File: config.mk
export PLATFORM = sky130hd
export DESIGN_NAME = op_issue_ctrl
export DESIGN_NICKNAME = d
export VERILOG_FILES = /design/src/rtl/operation_pkg.sv /design/src/rtl/op_issue_timer.sv /design/src/rtl/op_issue_ctrl.sv
export SDC_FILE = /design/constraint.sdc
export NUM_CORES = 1
export LEC_CHECK = 0
export CAP_MARGIN = 20
export CORE_ASPECT_RATIO = 1.25
export CORE_MARGIN = 2
export CORE_UTILIZATION = 45
export CTS_BUF_LIST = sky130_fd_sc_hd__clkbuf_4 sky130_fd_sc_hd__clkbuf_8 sky130_fd_sc_hd__clkbuf_16
export CTS_CLUSTER_DIAMETER = 120
export DETAILED_ROUTE_END_ITERATION = 10
export PLACE_DENSITY = 0.86
export RECOVER_POWER = 50
export SYNTH_ARGS = -nofsm -noshare
export SYNTH_HDL_FRONTEND = slang
export SYNTH_SLANG_ARGS = --single-unit
File: constraint.sdc
create_clock -name clk -period 1.9 [get_ports clk]
set_input_delay 0.57 -clock clk [delete_from_list [all_inputs] [get_ports clk]]
set_output_delay 0.57 -clock clk [all_outputs]
set_load 0.005 [all_outputs]
File: src/rtl/operation_pkg.sv
// Shared operation definitions for the command controller and the executor.
//   operation_t   : 3-bit opcode set, INVALID (3'b111) marks "no operation".
//   issue_state_t : controller FSM states.
//   OP_IDLE_CODE  : opcode driven to the executor whenever nothing is issued.
package operation_pkg;

  typedef enum logic [2:0] {
    ADD     = 3'b000,
    SUB     = 3'b001,
    MUL     = 3'b010,
    DIV     = 3'b011,
    AND_OP  = 3'b100,
    OR_OP   = 3'b101,
    XOR_OP  = 3'b110,
    INVALID = 3'b111
  } operation_t;

  typedef enum logic [1:0] {
    IDLE = 2'b00,
    WAIT = 2'b01,
    RESP = 2'b10
  } issue_state_t;

  localparam operation_t OP_IDLE_CODE = INVALID;

endpackage

File: src/rtl/op_issue_timer.sv
// Loadable 4-bit down-counter timing the executor latency.
//   clk, reset_n : clock, asynchronous active-low reset
//   load         : load load_val (takes priority over counting)
//   load_val     : value to load
//   last         : counter currently holds 1 (final latency cycle)
module op_issue_timer (
  input  logic       clk,
  input  logic       reset_n,
  input  logic       load,
  input  logic [3:0] load_val,
  output logic       last
);

  logic [3:0] cnt;

  // Counts down to 0 and parks there until the next load.
  always_ff @(posedge clk or negedge reset_n) begin
    if (!reset_n) begin
      cnt <= 4'd0;
    end else if (load) begin
      cnt <= load_val;
    end else if (cnt != 4'd0) begin
      cnt <= cnt - 4'd1;
    end
  end

  assign last = (cnt == 4'd1);

endmodule

File: src/rtl/op_issue_ctrl.sv
// Command-side controller for the operation executor. Accepts one command at a
// time, drives it to the executor for EXEC_LAT cycles, captures the result and
// returns it with an error flag.
// Optional feature macro: OP_ISSUE_DIV0_CHECK_EN -- when defined, DIV with a
// zero divisor is rejected locally (rsp_data all ones, rsp_err=1, not issued).
//   clk, reset_n                  : clock, asynchronous active-low reset
//   cmd_valid/cmd_ready           : command handshake
//   cmd_op, cmd_a, cmd_b          : command opcode and operands
//   op_code, opnd_a, opnd_b       : executor inputs (INVALID/0 unless in WAIT)
//   exe_result                    : executor result
//   rsp_valid/rsp_ready           : response handshake
//   rsp_data, rsp_err             : captured result and error flag
//   issue_cnt                     : number of operations sent to the executor
module op_issue_ctrl
  import operation_pkg::*;
#(
  parameter int DATA_W   = 8,
  parameter int EXEC_LAT = 1
) (
  input  logic              clk,
  input  logic              reset_n,
  input  logic              cmd_valid,
  output logic              cmd_ready,
  input  logic [2:0]        cmd_op,
  input  logic [DATA_W-1:0] cmd_a,
  input  logic [DATA_W-1:0] cmd_b,
  output logic [2:0]        op_code,
  output logic [DATA_W-1:0] opnd_a,
  output logic [DATA_W-1:0] opnd_b,
  input  logic [DATA_W-1:0] exe_result,
  output logic              rsp_valid,
  input  logic              rsp_ready,
  output logic [DATA_W-1:0] rsp_data,
  output logic              rsp_err,
  output logic [15:0]       issue_cnt
);

  if (EXEC_LAT < 1 || EXEC_LAT > 15) begin : g_lat_check
    $error("EXEC_LAT must be in 1..15");
  end

  issue_state_t      state_q, state_d;
  operation_t        cmd_op_t, op_q;
  logic [DATA_W-1:0] a_q, b_q;
  logic              accept, reject, div0, issue, capture, last;

  assign cmd_op_t = operation_t'(cmd_op);

`ifdef OP_ISSUE_DIV0_CHECK_EN
  assign div0 = (cmd_op_t == DIV) && (cmd_b == '0);
`else
  assign div0 = 1'b0;
`endif

  assign reject = (cmd_op_t == INVALID) || div0;

  always_ff @(posedge clk or negedge reset_n) begin
    if (!reset_n) state_q <= IDLE;
    else          state_q <= state_d;
  end

  always_comb begin
    state_d   = state_q;
    cmd_ready = 1'b0;
    rsp_valid = 1'b0;
    accept    = 1'b0;
    capture   = 1'b0;
    case (state_q)
      IDLE: begin
        cmd_ready = 1'b1;
        if (cmd_valid) begin
          accept  = 1'b1;
          state_d = reject ? RESP : WAIT;
        end
      end
      WAIT: begin
        if (last) begin
          capture = 1'b1;
          state_d = RESP;
        end
      end
      RESP: begin
        rsp_valid = 1'b1;
        // Return to IDLE only; cmd_ready rises the cycle after the handshake.
        if (rsp_ready) state_d = IDLE;
      end
      default: state_d = IDLE;
    endcase
  end

  assign issue = accept && !reject;

  always_ff @(posedge clk or negedge reset_n) begin
    if (!reset_n) begin
      op_q      <= OP_IDLE_CODE;
      a_q       <= '0;
      b_q       <= '0;
      rsp_data  <= '0;
      rsp_err   <= 1'b0;
      issue_cnt <= 16'd0;
    end else if (accept) begin
      op_q <= cmd_op_t;
      a_q  <= cmd_a;
      b_q  <= cmd_b;
      if (reject) begin
        rsp_data <= div0 ? '1 : '0;
        rsp_err  <= 1'b1;
      end else begin
        issue_cnt <= issue_cnt + 16'd1;
      end
    end else if (capture) begin
      rsp_data <= exe_result;
      rsp_err  <= 1'b0;
    end
  end

  // Executor sees the latched command only while an operation is in flight.
  assign op_code = (state_q == WAIT) ? op_q : OP_IDLE_CODE;
  assign opnd_a  = (state_q == WAIT) ? a_q  : '0;
  assign opnd_b  = (state_q == WAIT) ? b_q  : '0;

  op_issue_timer u_timer (
    .clk      (clk),
    .reset_n  (reset_n),
    .load     (issue),
    .load_val (4'(EXEC_LAT)),
    .last     (last)
  );

endmodule
# == Word-level counts from Yosys, hierarchy flattened ==
# Cells that the tools add are included.
# totals
regBits,50
input_bits,31
# op_classes
n_addsub,2
n_eq_ne,8
muxes,22
n_bitwise,1
reduce_logical,9
# ops
op,n
8-bit 2-to-1 mux,5
16-bit by 1-bit adder with 16-bit output (second input constant),1
1-bit 2-to-1 mux,9
2-bit 2-to-1 mux,4
4-bit 2-to-1 mux,2
2-bit inequality test (second input constant),3
2-bit case mux with 3 select lines,1
4-bit by 1-bit == test with 1-bit output (second input constant),1
2-bit AND reduction,2
2-bit nonzero test,2
4-bit nonzero test,1
4-bit by 1-bit subtractor with 4-bit output (second input constant),1
3-bit == test (second input constant),1
3-bit 2-to-1 mux,1
3-bit AND reduction,1
2-bit by 1-bit == test with 1-bit output (second input constant),1
2-bit == test (second input constant),1
2-bit zero test,1
2-bit by 1-bit inequality test with 1-bit output (second input constant),1
1-bit logical AND,1
1-bit zero test,1
1-bit inverter,1

# == Logic depth before layout (Yosys ltp) ==
# depth
word_depth,5
depth_mapped,6

# == Modules after synthesis ==
# Synthesis repeated with hierarchy kept, for this count alone.
# hier_totals
hier_cells,246
hier_area_um2,2319.7
# by_module_without_submodules
mod,instances,cells_each,area_each_um2,seq_area_each_um2
op_issue_ctrl,1,222,2054.5,1154.9
op_issue_timer,1,24,265.3,100.1

# == Least setup slack after synthesis ==
# OpenSTA, ideal clock, no wires.
# synth_timing
kind,in2reg
startpoint,in cmd_valid
endpoint,reg issue_cnt[12]
t_arrival_ns,1.524
required_ns,1.776
path_slack_ns,0.252
cell_stages,4
path_buffers,0
path_cell_list,or3b_4 > nor4b_4 > nand4_1 > xnor2_1
# synth_between
elab_chain_cells,3
# synth_rtl
element,line_no,rtl
from (decl),op_issue_ctrl.sv:22,"input logic cmd_valid,"
1-bit 2-to-1 mux,op_issue_ctrl.sv:71,if (cmd_valid) begin
1-bit 2-to-1 mux,op_issue_ctrl.sv:68,case (state_q)
2-bit AND reduction (no line),--,
to (signal assigned),op_issue_ctrl.sv:109,issue_cnt <= issue_cnt + 16'd1;
to (decl),op_issue_ctrl.sv:35,output logic [15:0] issue_cnt
# No other way between the ends.
# A chain may end at the register's enable or synchronous reset.

# == Worst setup path in the final report ==
# layout_timing
startpoint,reg state_q[1]
endpoint,out opnd_a[1]
# layout_between
elab_chain_cells,2
# layout_rtl
element,line_no,rtl
from (decl),op_issue_ctrl.sv:42,"issue_state_t state_q, state_d;"
from (signal assigned),op_issue_ctrl.sv:59,else state_q <= state_d;
2-bit by 1-bit == test with 1-bit output,op_issue_ctrl.sv:119,assign opnd_a = (state_q == WAIT) ? a_q : '0;
8-bit 2-to-1 mux,op_issue_ctrl.sv:119,
to (decl),op_issue_ctrl.sv:28,"output logic [DATA_W-1:0] opnd_a,"
# No other way between the ends.

==> metrics.yaml <==
outcome: "complete, but fails checks"
violations: "setup timing"
dr.pass1.iters: 4
wl_per_cell_microns: 14.5
synth-adder-area-share_pct: 1.70
rsz0062_at_grt: "yes"
grt_use_met2_pct: 36.8
preCtsSetupSlack_ps: -313
die_x_microns: 66.7
finalCriticalPeriod_ps: 1950
drtIter0Drc: 58
use_met1_pct: 24.4
rows: 28
synth-warning-count: 0
cts-root-buf: "clkbuf_8"
yosysSeqAreaShare_pct: 56.8
power.share.clock_pct: 16.9
path_class: "flip-flop to output port"
clk_pin_slew_ps: 80
layout-drive-gt1-share_pct: 22.3
grt_pass1_wl_microns: 8670
synth_area_sq_um: 2210
seq_area_sq_um: 1260
hold_ws_ps: 460
vias_per_cell: 4.99
power_density_nw_per_um2: 1370
nFillCells: 366
slowest_delay_ps: 410
power.internal_uw: 3100
antenna_found_initial: 1
die_area_sq_um: 5490
synth_xor_area_share_pct: 6.35
insertion_delay_ps: 290
grt_pass1_vias: 1902
final_cells: 379
power.share.sequential_pct: 38.2
coreArea_sq_um: 4730
path_cells: "nor2b_4, buf_6, buf_6, buf_6, and2_4, buf_6"
fmax_mhz: 512
vias: 1893
finalMaxSlewViolations: 0
p_leak_uw: 0.00166
cp-start-kind: "flip-flop"
r2r_start: "state_q[1]"
swShare_pct: 31.6
dp.cells: 361
setup_viol: 2
cts_tree: "done"
worst_slack_ps: -52.5
crit_top_cell: "buf_6"
clockBufferDepth: 2
critical_path_required_ps: 1330
fin_skew_ps: 6.25
crit_path_start: "state_q[1]"
numCtsBuffers: 5
grt-busiest-layer: "met2"
syn2layout_area_growth_pct: 50.3
hold_path_class: "flip-flop to flip-flop"
multi_input_area_sq_um: 940
gr-usage-met3_pct: 5.28
ir_drop_mv: 0.892
pin_count: 77
drv_cap: 0
p_sw_uw: 1430
routed_wl_microns: 5500
start_util_pct: 46.7
fin_crit_sh_pct: 103
io_buffers: 76
finalNetCount: 351
ys_types: 31
grt_max_degree: 51
slew_headroom_pct: 20.1
worst_r2r_path_depth: 5
tightestPinTransition_ps: 1200
synthSimpleGateAreaFrac_pct: 28.1
grt_remaining_overflow: 0
synth-compound-area-share_pct: 4.53
hold_viol: 0
timing.rr.end: "issue_cnt[12]"
synth_area_per_cell_sq_um: 10.1
gp_congestion: 0.750
ant_nets: 0
grt_usage_pct: 20.5
dieHeight_microns: 82.3
synth_top_family_by_area: "simple AND/OR/NAND/NOR gates"
synth_cells: 219
cts_sinks: 50
endpoint: "opnd_a[1]"
syn_nets: 253
slowest_stage: "dfrtp_1"
htree_levels: 2
drc_errors: 0
p_comb_share_pct: 44.9
rrSetupSlack_ps: 90
end_kind: "output port"
muxShareOfSynthArea_pct: 0.510
ys_ff_latch: 50
hpwl_microns: 3670
crit_fanout: 3
arrival_ps: 1380
## through the flow
stage | power, uW | instance area (sq um) | setup TNS (ps) | utilization (%)
2_1_floorplan | 2560 | 2210 | 0 | -
3_3_place_gp | 3490 | 3120 | -2960 | 66.1
3_5_place_dp | 3570 | 3120 | -4490 | 66.1
4_1_cts | 4530 | 3310 | -758 | 69.9
5_1_grt | 4870 | 3320 | -785 | 70.2
6_report | 4540 | 3320 | -105 | 70.2
## per-layer routing
| layer | up-vias | part of all wire, % |
|---|---|---|
| met2 | 64 | 53 |
| met4 | 0 | 0.71 |
| met3 | 6 | 6.7 |
| li1 | 905 | - |
| met1 | 918 | 40 |
| met5 | - | 0 |
## synth_stat cells (all sizes together)
master | count | area [sq um]
and2 | 17 | 106
a21oi | 2 | 10.0
nor3b | 1 | 12.5
nor4b | 1 | 23.8
or3b | 1 | 11.3
nor2 | 12 | 47.6
xnor2 | 6 | 52.6
ha | 3 | 37.5
nand3 | 4 | 20.0
a22o | 8 | 70.1
or3 | 1 | 6.26
dfrtp | 47 | 1180
nand3b | 1 | 7.51
a21o | 1 | 7.51
inv | 3 | 11.3
nor2b | 1 | 6.26
o21ai | 1 | 5.00
dfstp | 3 | 78.8
mux2 | 1 | 11.3
nand2 | 65 | 244
buf | 2 | 10.0
nand4 | 5 | 31.3
xor2 | 10 | 87.6
and3 | 3 | 18.8
nor3 | 3 | 15.0
clkbuf | 6 | 22.5
and4 | 3 | 26.3
a211oi | 1 | 7.51
nor4 | 1 | 6.26
nand2b | 6 | 37.5
## final cells by class
type | count | area share (%)
Sequential cell | 50 | 38.0
Multi-Input combinational cell | 158 | 28.3
Timing Repair Buffer | 99 | 27.4
Clock buffer | 7 | 2.71
Tap cell | 60 | 2.26
Clock inverter | 1 | 0.905
Inverter | 3 | 0.339
Antenna cell | 1 | 0.0754
## power by group through the flow
| stage | clock network (uW) | logic (uW) | registers (uW) |
|---|---|---|---|
| final | 766 | 2040 | 1730 |
| after global placement | 0 | 1770 | 1720 |
| after CTS | 790 | 2010 | 1720 |
| after detailed placement | 0 | 1840 | 1740 |
| after floorplan | 0 | 857 | 1700 |
| after global routing | 841 | 2240 | 1790 |
## flip-flops by register name, indices dropped and copies added (netlist names)
| name | flops |
|---|---|
| rsp_err | 1 |
| a_q | 8 |
| rsp_data | 8 |
| op_q | 3 |
| b_q | 8 |
| state_q | 2 |
| u_timer.cnt | 4 |
| issue_cnt | 16 |
## critical path, delay by kind of cell (launching register included)
family	cells	cell delay, ps
buffers and inverters	4	380
DFF	1	410
and+or+nand+nor	2	290
## placed cells by master, fill, tap and decap left out, types with 2 or more instances in the layout
cell type / instances
dfstp_2: 3
xor2_1: 10
a21oi_1: 2
and4_1: 3
and2_4: 7
and2_1: 9
dfrtp_2: 5
nand2b_1: 6
buf_4: 12
clkbuf_8: 6
inv_1: 3
clkdlybuf4s15_1: 2
nor2_1: 11
dfrtp_1: 42
clkbuf_2: 6
buf_2: 8
nand4_1: 5
xnor2_1: 5
nand3_1: 4
nand2_1: 65
nor3_1: 3
a22o_1: 8
ha_1: 3
and3_1: 3
clkbuf_4: 2
buf_6: 15
clkdlybuf4s50_1: 53
## worst min path at each step
| stage | start | to | slack [ps] | cells past startpoint |
|---|---|---|---|---|
| 6_report | op_q[2] | op_q[2] | 460 | 2 |
| 5_1_grt | op_q[0] | op_q[0] | 480 | 2 |
| 4_1_cts | reset_n | b_q[3] | 250 | 2 |
| 3_5_place_dp | op_q[2] | op_q[2] | 450 | 2 |
| 3_3_place_gp | op_q[2] | op_q[2] | 440 | 2 |
| 2_1_floorplan | reset_n | a_q[0] | 270 | 0 |
## timing repair
| action | in CTS | in global routing |
|---|---|---|
| setup endpoints to repair | 22 | 26 |
| gates resized for setup | 80 | 29 |
| pin swaps | 6 | 6 |
| buffers inserted | 9 | 2 |
| hold buffers | 0 | 0 |
| cloned | 1 | 0 |
## cells by family after synthesis
kind of cell               count (synthesis)
muxes                                      1
and+or+nand+nor                          125
xor gates and xnor gates                  16
buffers and inverters                     11
adders and majority gates                  3
DFF                                       50
AOI/OAI and AO/OA                         13
Note: power is estimated with default switching activity, not from simulation.
